## config.mk

```make
export PLATFORM = sky130hd
export DESIGN_NAME = fifo_sync_param
export DESIGN_NICKNAME = d
export VERILOG_FILES = /design/src/rtl/fifo_sync_param.sv
export SDC_FILE = /design/constraint.sdc
export NUM_CORES = 1
export LEC_CHECK = 0
export CAP_MARGIN = 0
export CELL_PAD_IN_SITES_DETAIL_PLACEMENT = 0
export CELL_PAD_IN_SITES_GLOBAL_PLACEMENT = 2
export CORE_MARGIN = 8
export CORE_UTILIZATION = 51
export DETAILED_ROUTE_END_ITERATION = 16
export GPL_ROUTABILITY_DRIVEN = 0
export PLACE_DENSITY_LB_ADDON = 0.1
export SETUP_SLACK_MARGIN = 0.02
export SYNTH_ARGS = -nofsm -noshare
export SYNTH_HDL_FRONTEND = slang
export SYNTH_SLANG_ARGS = --single-unit
```

## constraint.sdc

```tcl
create_clock -name clock -period 4.9 [get_ports clock]
set_clock_uncertainty 0.15 [all_clocks]
set_input_delay 0.735 -clock clock [delete_from_list [all_inputs] [get_ports clock]]
set_output_delay 0.735 -clock clock [all_outputs]
set_load 0.02 [all_outputs]
```

## src/rtl/fifo_sync_param.sv

```systemverilog
// Parametrised single-clock FIFO with occupancy count, almost-full/empty flags and a read-valid strobe.
// Optional sticky overflow/underflow flags with clearErr are enabled by defining FIFO_ERR_FLAGS_EN.
module fifo_sync_param #(
    parameter int DATA_WIDTH = 8,
    parameter int ADDR_WIDTH = 5,
    parameter int AF_THRESH  = 28,
    parameter int AE_THRESH  = 4
) (
    input  logic                  clock,
    input  logic                  reset,
    input  logic                  write,
    input  logic [DATA_WIDTH-1:0] datain,
    input  logic                  read,
`ifdef FIFO_ERR_FLAGS_EN
    input  logic                  clearErr,
    output logic                  overflow,
    output logic                  underflow,
`endif
    output logic [DATA_WIDTH-1:0] dataout,
    output logic                  dataValid,
    output logic                  full,
    output logic                  empty,
    output logic                  almostFull,
    output logic                  almostEmpty,
    output logic [ADDR_WIDTH:0]   count
);

    localparam int PTR_W = ADDR_WIDTH + 1;
    localparam int DEPTH = 1 << ADDR_WIDTH;
    localparam logic [ADDR_WIDTH:0] AF_LVL = PTR_W'(AF_THRESH);
    localparam logic [ADDR_WIDTH:0] AE_LVL = PTR_W'(AE_THRESH);

`ifndef SYNTHESIS
    initial begin
        if (AF_THRESH < 1 || AF_THRESH > DEPTH)
            $error("fifo_sync_param: AF_THRESH=%0d outside 1..%0d", AF_THRESH, DEPTH);
        if (AE_THRESH < 0 || AE_THRESH > DEPTH - 1)
            $error("fifo_sync_param: AE_THRESH=%0d outside 0..%0d", AE_THRESH, DEPTH - 1);
    end
`endif

    logic [DATA_WIDTH-1:0] mem_q [DEPTH];
    logic [ADDR_WIDTH:0]   wr_ptr_q, wr_ptr_d;
    logic [ADDR_WIDTH:0]   rd_ptr_q, rd_ptr_d;
    logic [DATA_WIDTH-1:0] dout_q;
    logic                  valid_q;
    logic                  write_en;
    logic                  read_en;
    logic                  ptr_low_eq;

    // Status depends only on registered pointers; the MSB is the wrap bit.
    assign ptr_low_eq  = (wr_ptr_q[ADDR_WIDTH-1:0] == rd_ptr_q[ADDR_WIDTH-1:0]);
    assign full        = ptr_low_eq & (wr_ptr_q[ADDR_WIDTH] != rd_ptr_q[ADDR_WIDTH]);
    assign empty       = ptr_low_eq & (wr_ptr_q[ADDR_WIDTH] == rd_ptr_q[ADDR_WIDTH]);
    assign count       = wr_ptr_q - rd_ptr_q;
    assign almostFull  = (count >= AF_LVL);
    assign almostEmpty = (count <= AE_LVL);
    assign dataout     = dout_q;
    assign dataValid   = valid_q;

    always_comb begin
        write_en = write & ~full;
        read_en  = read & ~empty;
        wr_ptr_d = wr_ptr_q;
        rd_ptr_d = rd_ptr_q;
        if (write_en)
            wr_ptr_d = wr_ptr_q + PTR_W'(1);
        if (read_en)
            rd_ptr_d = rd_ptr_q + PTR_W'(1);
    end

    always_ff @(posedge clock or posedge reset) begin
        if (reset) begin
            wr_ptr_q <= '0;
            rd_ptr_q <= '0;
            dout_q   <= '0;
            valid_q  <= 1'b0;
        end else begin
            wr_ptr_q <= wr_ptr_d;
            rd_ptr_q <= rd_ptr_d;
            valid_q  <= read_en;
            if (read_en)
                dout_q <= mem_q[rd_ptr_q[ADDR_WIDTH-1:0]];
        end
    end

    // Storage is left unreset so it can map onto block RAM.
    always_ff @(posedge clock) begin
        if (write_en)
            mem_q[wr_ptr_q[ADDR_WIDTH-1:0]] <= datain;
    end

`ifdef FIFO_ERR_FLAGS_EN
    logic overflow_q, overflow_d;
    logic underflow_q, underflow_d;

    // A new error in the same cycle as clearErr keeps the flag set.
    always_comb begin
        overflow_d  = (overflow_q & ~clearErr) | (write & full);
        underflow_d = (underflow_q & ~clearErr) | (read & empty);
    end

    always_ff @(posedge clock or posedge reset) begin
        if (reset) begin
            overflow_q  <= 1'b0;
            underflow_q <= 1'b0;
        end else begin
            overflow_q  <= overflow_d;
            underflow_q <= underflow_d;
        end
    end

    assign overflow  = overflow_q;
    assign underflow = underflow_q;
`endif

endmodule

```

==> results of run 1 <==
==> per-stage QoR <==
stage	setup slack (ns)	cells	hold slack (ns)	utilization	power [mW]
floorplan	1.022	611	0.3428	-	4.854
global placement	1.228	897	0.3569	0.5406	5.687
detailed placement	1.179	897	0.3675	0.5406	5.729
CTS	0.5718	949	0.3757	0.5789	7.665
global route	0.3337	949	0.4108	0.5789	7.956
finish	0.6095	949	0.3724	0.5789	7.585
==> final timing paths <==
path	to	slack, ns	from
setup / recovery	almostEmpty	0.61	rd_ptr_q[1]
hold / removal	wr_ptr_q[5]	0.37	wr_ptr_q[5]
setup reg to reg	mem_q[12][3]	1.45	rd_ptr_q[3]
hold reg to reg	wr_ptr_q[5]	0.37	wr_ptr_q[5]
max in group asynchronous	rd_ptr_q[1]	3.42	reset
min in group asynchronous	wr_ptr_q[0]	0.54	reset
==> cells by family after synthesis <==
logic type	share of synthesized area
AO/OA/AOI/OAI	0.03827
multiplexers	0.1374
flip-flops	0.7260
XOR/XNOR	0.01073
adder cells (fa/ha/maj)	0.01283
buffers and inverters	0.02434
AND/OR/NAND/NOR	0.05044
==> flip-flops by register name (all words and copies together) (netlist names) <==
name	cells
dataValid	1
dataout	8
mem_q	256
rd_ptr_q	6
wr_ptr_q	6
==> report_power, final <==
part,switching [mW],internal (mW),total (mW)
Sequential,0.170,2.81,2.98
Clock,0.846,1.09,1.94
Combinational,1.53,1.13,2.66
Total,2.55,5.04,7.58
==> cell usage after synthesis (all sizes together) (12+ instances only) <==
master and instances:
a221oi 16, buf 25, nand2 28, o21ai 13
edfxtp 256, mux4 48, nand3 12, dfrtp 21
nor3 16, mux2i 33, a21oi 17, nor2 46
==> worst max-delay path: stages, from the launching register on <==
cell and delay (ns):
dfrtp_4 0.62, inv_1 0.10, ha_1 0.30, nor2b_1 0.13, o21ai_0 0.21, a21boi_0 0.18, o211ai_1 0.19, nand3_1 0.13
a2111oi_1 0.34, clkdlybuf4s50_1 0.67
==> metal layers <==
| metal | GRT usage | vias to the layer above | part of all wire |
|---|---|---|---|
| met4 | 0.04586 | 0 | 0.018 |
| met5 | 0 | - | 0 |
| met2 | 0.2826 | 159 | 0.46 |
| li1 | - | 2500 | - |
| met1 | 0.2673 | 2879 | 0.47 |
| met3 | 0.02991 | 31 | 0.053 |
==> area by class of cell <==
class | count | area, sq um | share of cell area
flip-flops and latches | 277 | 8218 | 0.6505
repair buffers | 38 | 360.3 | 0.02852
multi-input cells | 290 | 2824 | 0.2235
clock buffers | 38 | 769.5 | 0.06091
clock inverters | 14 | 66.31 | 0.005249
inverters | 12 | 45.04 | 0.003565
well taps | 280 | 350.3 | 0.02773
==> flow_summary_export.csv, run 1 <==
group,metric,value,unit
floorplan,row_count,54,
clocking,clk_latency,0.54,ns
place,place_hpwl,14.72,mm
timing,timing.final.crit_share,0.8756,
synthesis,synth_area_per_cell,18.51,sq um
timing,worst_pin_slew,1.335,ns
layout,layout_common_cells,"edfxtp_1 (256), nor2_1 (46), mux4_2 (34)",
synthesis,ys_ff_latch,277,
floorplan,coreArea,21820,sq um
synthesis,synth_top_cell_area_share,0.6796,
synthesis,ys_warn_count,0,
synthesis,async_reset_ff_frac,0.07581,
clocking,cts_sinks,277,
floorplan,die_w,164.9,um
place,postPlaceCellArea,11800,sq um
min_path,hold_path.class,"flop to flop",
clocking,cts_tree,"built",
synthesis,synth_area_leaders,"edfxtp_1 (68%), mux4_2 (6.8%), dfrtp_1 (4.6%)",
synthesis,seq_area_frac_synth,0.7260,
clocking,cts_buffers,28,
drt,first_pass_iters,5,
clocking,ctsResizeCount,0,
critical_path,arrival,3.41,ns
layout,finalInstanceArea,12630,sq um
clocking,cts_setup_buffers,0,
global_route,grt_pass1_wl,36.38,mm
run,drv_cap,0,
critical_path,cp_max_fo,22,
layout,fin_nets,670,
timing,finalHoldViolCount,0,
drt,wire_per_inst,25.44,um
layout,fillers,1658,
floorplan,die-area,27200,sq um
min_path,hold_depth,1,
drt,ant_nets,0,
place,io_buffer_count,30,
layout,mostFrequentLayoutCell,"edfxtp_1",
floorplan,start_util,0.5183,
synthesis,syn_area,11310,sq um
critical_path,crit_type,"flop to primary output",
power_and_ir_drop,power_density,600.4,nW/um^2
global_route,grt_overflow,0,
clocking,cts-htree-levels,1,
timing,setup_tns,0,ns
clocking,cts_root_buf,"clkbuf_16",
synthesis,synth_area_leader_cell,"edfxtp_1",
timing,clock.fmax,233.1,MHz
drt,routed_via_density,5.868,
timing,setup_viol,0,
floorplan,die-height,164.9,um
critical_path,end_kind,"primary output",
floorplan,io-pin-count,31,
clocking,clk_pin_slew,0.06,ns
global_route,grt_max_degree,64,
layout,antenna_cells,0,
layout,synthToLayoutAreaGrowth,11.68,%
clocking,ctsHoldBuffers,0,
synthesis,synth_edf_count,256,
timing,maxSlewHeadroom,0.1071,
global_route,antenna_found_initial,0,
timing,finalMaxSlewViolations,0,
power_and_ir_drop,peakVddDrop,0.3545,mV
critical_path,startpoint_type,"flop",
synthesis,syn-num-nets,634,
critical_path,critPathRequiredTime,4.01,ns
drt,vias,5569,
global_route,grt_pass1_vias,5727,
status,status,"complete, no violations",
critical_path,r2r_cells,7,
timing,rsz0062_at_grt,"no",
power_and_ir_drop,p_leak,4.139,nW
clocking,cts.path.max_buffers,3,
global_route,grt_usage,0.1827,
drt,remaining_drc_errors,0,
synthesis,synth_flop_cell,"edfxtp_1",
drt,totalWireLength,24.15,mm
layout,drive_gt1_frac,0.1704,
synthesis,yosysUniqueCellTypes,46,
drt,dr.first_iter.drc_count,448,
timing,fin_crit,4.290,ns
synthesis,syn_inst,611,
Note: power is estimated with default switching activity, not from simulation.
==> run 2: changes to the inputs <==
- PLACE_DENSITY: default -> 0.81
- PLACE_DENSITY_LB_ADDON: 0.1 -> default
==> flow_summary_export.csv, run 2 (synthesis results as in run 1) <==
group,metric,value,unit
layout,largest_reg_flops,256,
drt,first_pass_iters,4,
critical_path,crit_chain,"buf_4 -> fa_1 -> o21ai_0 -> a21oi_1 -> xnor2_1 -> a2111oi_1 -> clkdlybuf4s50_1",
drt,drt-met1-wl,10.16,mm
clocking,ctsHoldBuffers,0,
timing,setup_tns,0,ns
layout,drive_gt1_frac,0.1742,
timing,setup_slack,0.8310,ns
floorplan,die-height,164.9,um
clocking,cts_setup_buffers,0,
timing,finalMaxSlewViolations,0,
clocking,cts-htree-levels,1,
clocking,cts_buffers,27,
floorplan,start_util,0.5183,
critical_path,arrival,3.18,ns
timing,rsz0062_at_grt,"no",
drt,dr.first_iter.drc_count,410,
clocking,cts.path.max_buffers,3,
critical_path,r2r_end,"mem_q[24][1]",
timing,worst_pin_slew,1.383,ns
floorplan,row_count,54,
drt,totalWireLength,23.00,mm
drt,vias,5530,
layout,layout_common_cells,"edfxtp_1 (256), nor2_1 (46), mux4_2 (34)",
power_and_ir_drop,peakVddDrop,0.4258,mV
critical_path,startpoint,"rd_ptr_q[1]",
floorplan,io-pin-count,31,
min_path,hold_path.class,"flop to flop",
drt,route.met3.wl,1.242,mm
drt,wire_per_inst,24.31,um
critical_path,cp_num_buf_inv,2,
power_and_ir_drop,power,7.632,mW
floorplan,coreArea,21820,sq um
critical_path,timing.rr.start,"rd_ptr_q[4]",
timing,setup_viol,0,
global_route,grt_pass1_wl,34.78,mm
layout,mostFrequentLayoutCell,"edfxtp_1",
clocking,cts_sinks,277,
run,drv_cap,0,
floorplan,die_w,164.9,um
critical_path,setup.worst_path.end,"almostEmpty",
floorplan,die-area,27200,sq um
critical_path,r2r_cells,7,
global_route,grt_pass1_vias,5715,
critical_path,cp_max_fo,43,
layout,synthToLayoutAreaGrowth,12.00,%
drt,wl_met2,11.20,mm
clocking,cts_tree,"built",
clocking,clk_latency,0.52,ns
drt,routed_via_density,5.846,
critical_path,startpoint_type,"flop",
global_route,grt_max_degree,54,
critical_path,end_kind,"primary output",
global_route,grt_overflow,0,
clocking,cts_root_buf,"clkbuf_16",
global_route,grt_usage,0.1726,
global_route,antenna_found_initial,0,
clocking,ctsResizeCount,0,
critical_path,cpMaxStageDelayCell,"clkdlybuf4s50_1",
timing,finalHoldViolCount,0,
drt,ant_nets,0,
status,status,"complete, no violations",
drt,routed.top_layer,"met4",
layout,antenna_cells,0,
layout,fillers,1615,
power_and_ir_drop,power_density,602.4,nW/um^2
critical_path,crit_type,"flop to primary output",
place,io_buffer_count,30,
timing,clock.fmax,245.8,MHz
critical_path,path_depth,7,
critical_path,r2r_slack,1.47,ns
power_and_ir_drop,p_leak,4.159,nW
timing,maxSlewHeadroom,0.07488,
timing,fin_crit,4.069,ns
place,place_hpwl,14.15,mm
place,place_ws,1.338,ns
critical_path,cp_top_family,"buffers and inverters",
drt,remaining_drc_errors,0,
critical_path,critPathRequiredTime,4.01,ns
clocking,clk_pin_slew,0.06,ns
timing,timing.final.crit_share,0.8304,
layout,fin_nets,669,
critical_path,max_stage_delay,0.67,ns
-- run 2: worst min path at each step --
stage | start | to | slack [ns] | cells after the start
floorplan | wr_ptr_q[5] | wr_ptr_q[5] | 0.34 | 1
global placement | wr_ptr_q[5] | wr_ptr_q[5] | 0.36 | 1
detailed placement | wr_ptr_q[5] | wr_ptr_q[5] | 0.37 | 1
CTS | wr_ptr_q[5] | wr_ptr_q[5] | 0.38 | 1
global route | wr_ptr_q[5] | wr_ptr_q[5] | 0.40 | 1
finish | wr_ptr_q[5] | wr_ptr_q[5] | 0.38 | 1
-- run 2: layout make-up --
cell class | count | area [sq um] | area share
flip-flops and latches | 277 | 8218 | 0.6486
multi-input cells | 290 | 2824 | 0.2229
clock buffers | 31 | 690.7 | 0.05451
repair buffers | 38 | 355.3 | 0.02805
well taps | 280 | 350.3 | 0.02765
clock inverters | 18 | 186.4 | 0.01471
inverters | 12 | 45.04 | 0.003555
-- run 2: where the power goes --
group          switching [mW]  total, mW  internal, mW
clock network           0.827       2.04          1.22
logic                    1.51       2.64          1.13
registers               0.137       2.95          2.81
total                    2.48       7.63          5.15
-- run 2: metal layers --
layer  GRT usage  vias up
li1            -     2501
met1      0.2426     2850
met2      0.2787      154
met3     0.02717       25
met4     0.04382        0
met5           0        -
-- run 2: through the flow --
| stage | hold WS (ns) | util | instance area [sq um] | std cells |
|---|---|---|---|---|
| 2_1_floorplan | 0.3428 | - | 11310 | 611 |
| 3_3_place_gp | 0.3646 | 0.5406 | 11800 | 897 |
| 3_5_place_dp | 0.3736 | 0.5406 | 11800 | 897 |
| 4_1_cts | 0.3819 | 0.5808 | 12670 | 946 |
| 5_1_grt | 0.4031 | 0.5806 | 12670 | 946 |
| 6_report | 0.3840 | 0.5806 | 12670 | 946 |
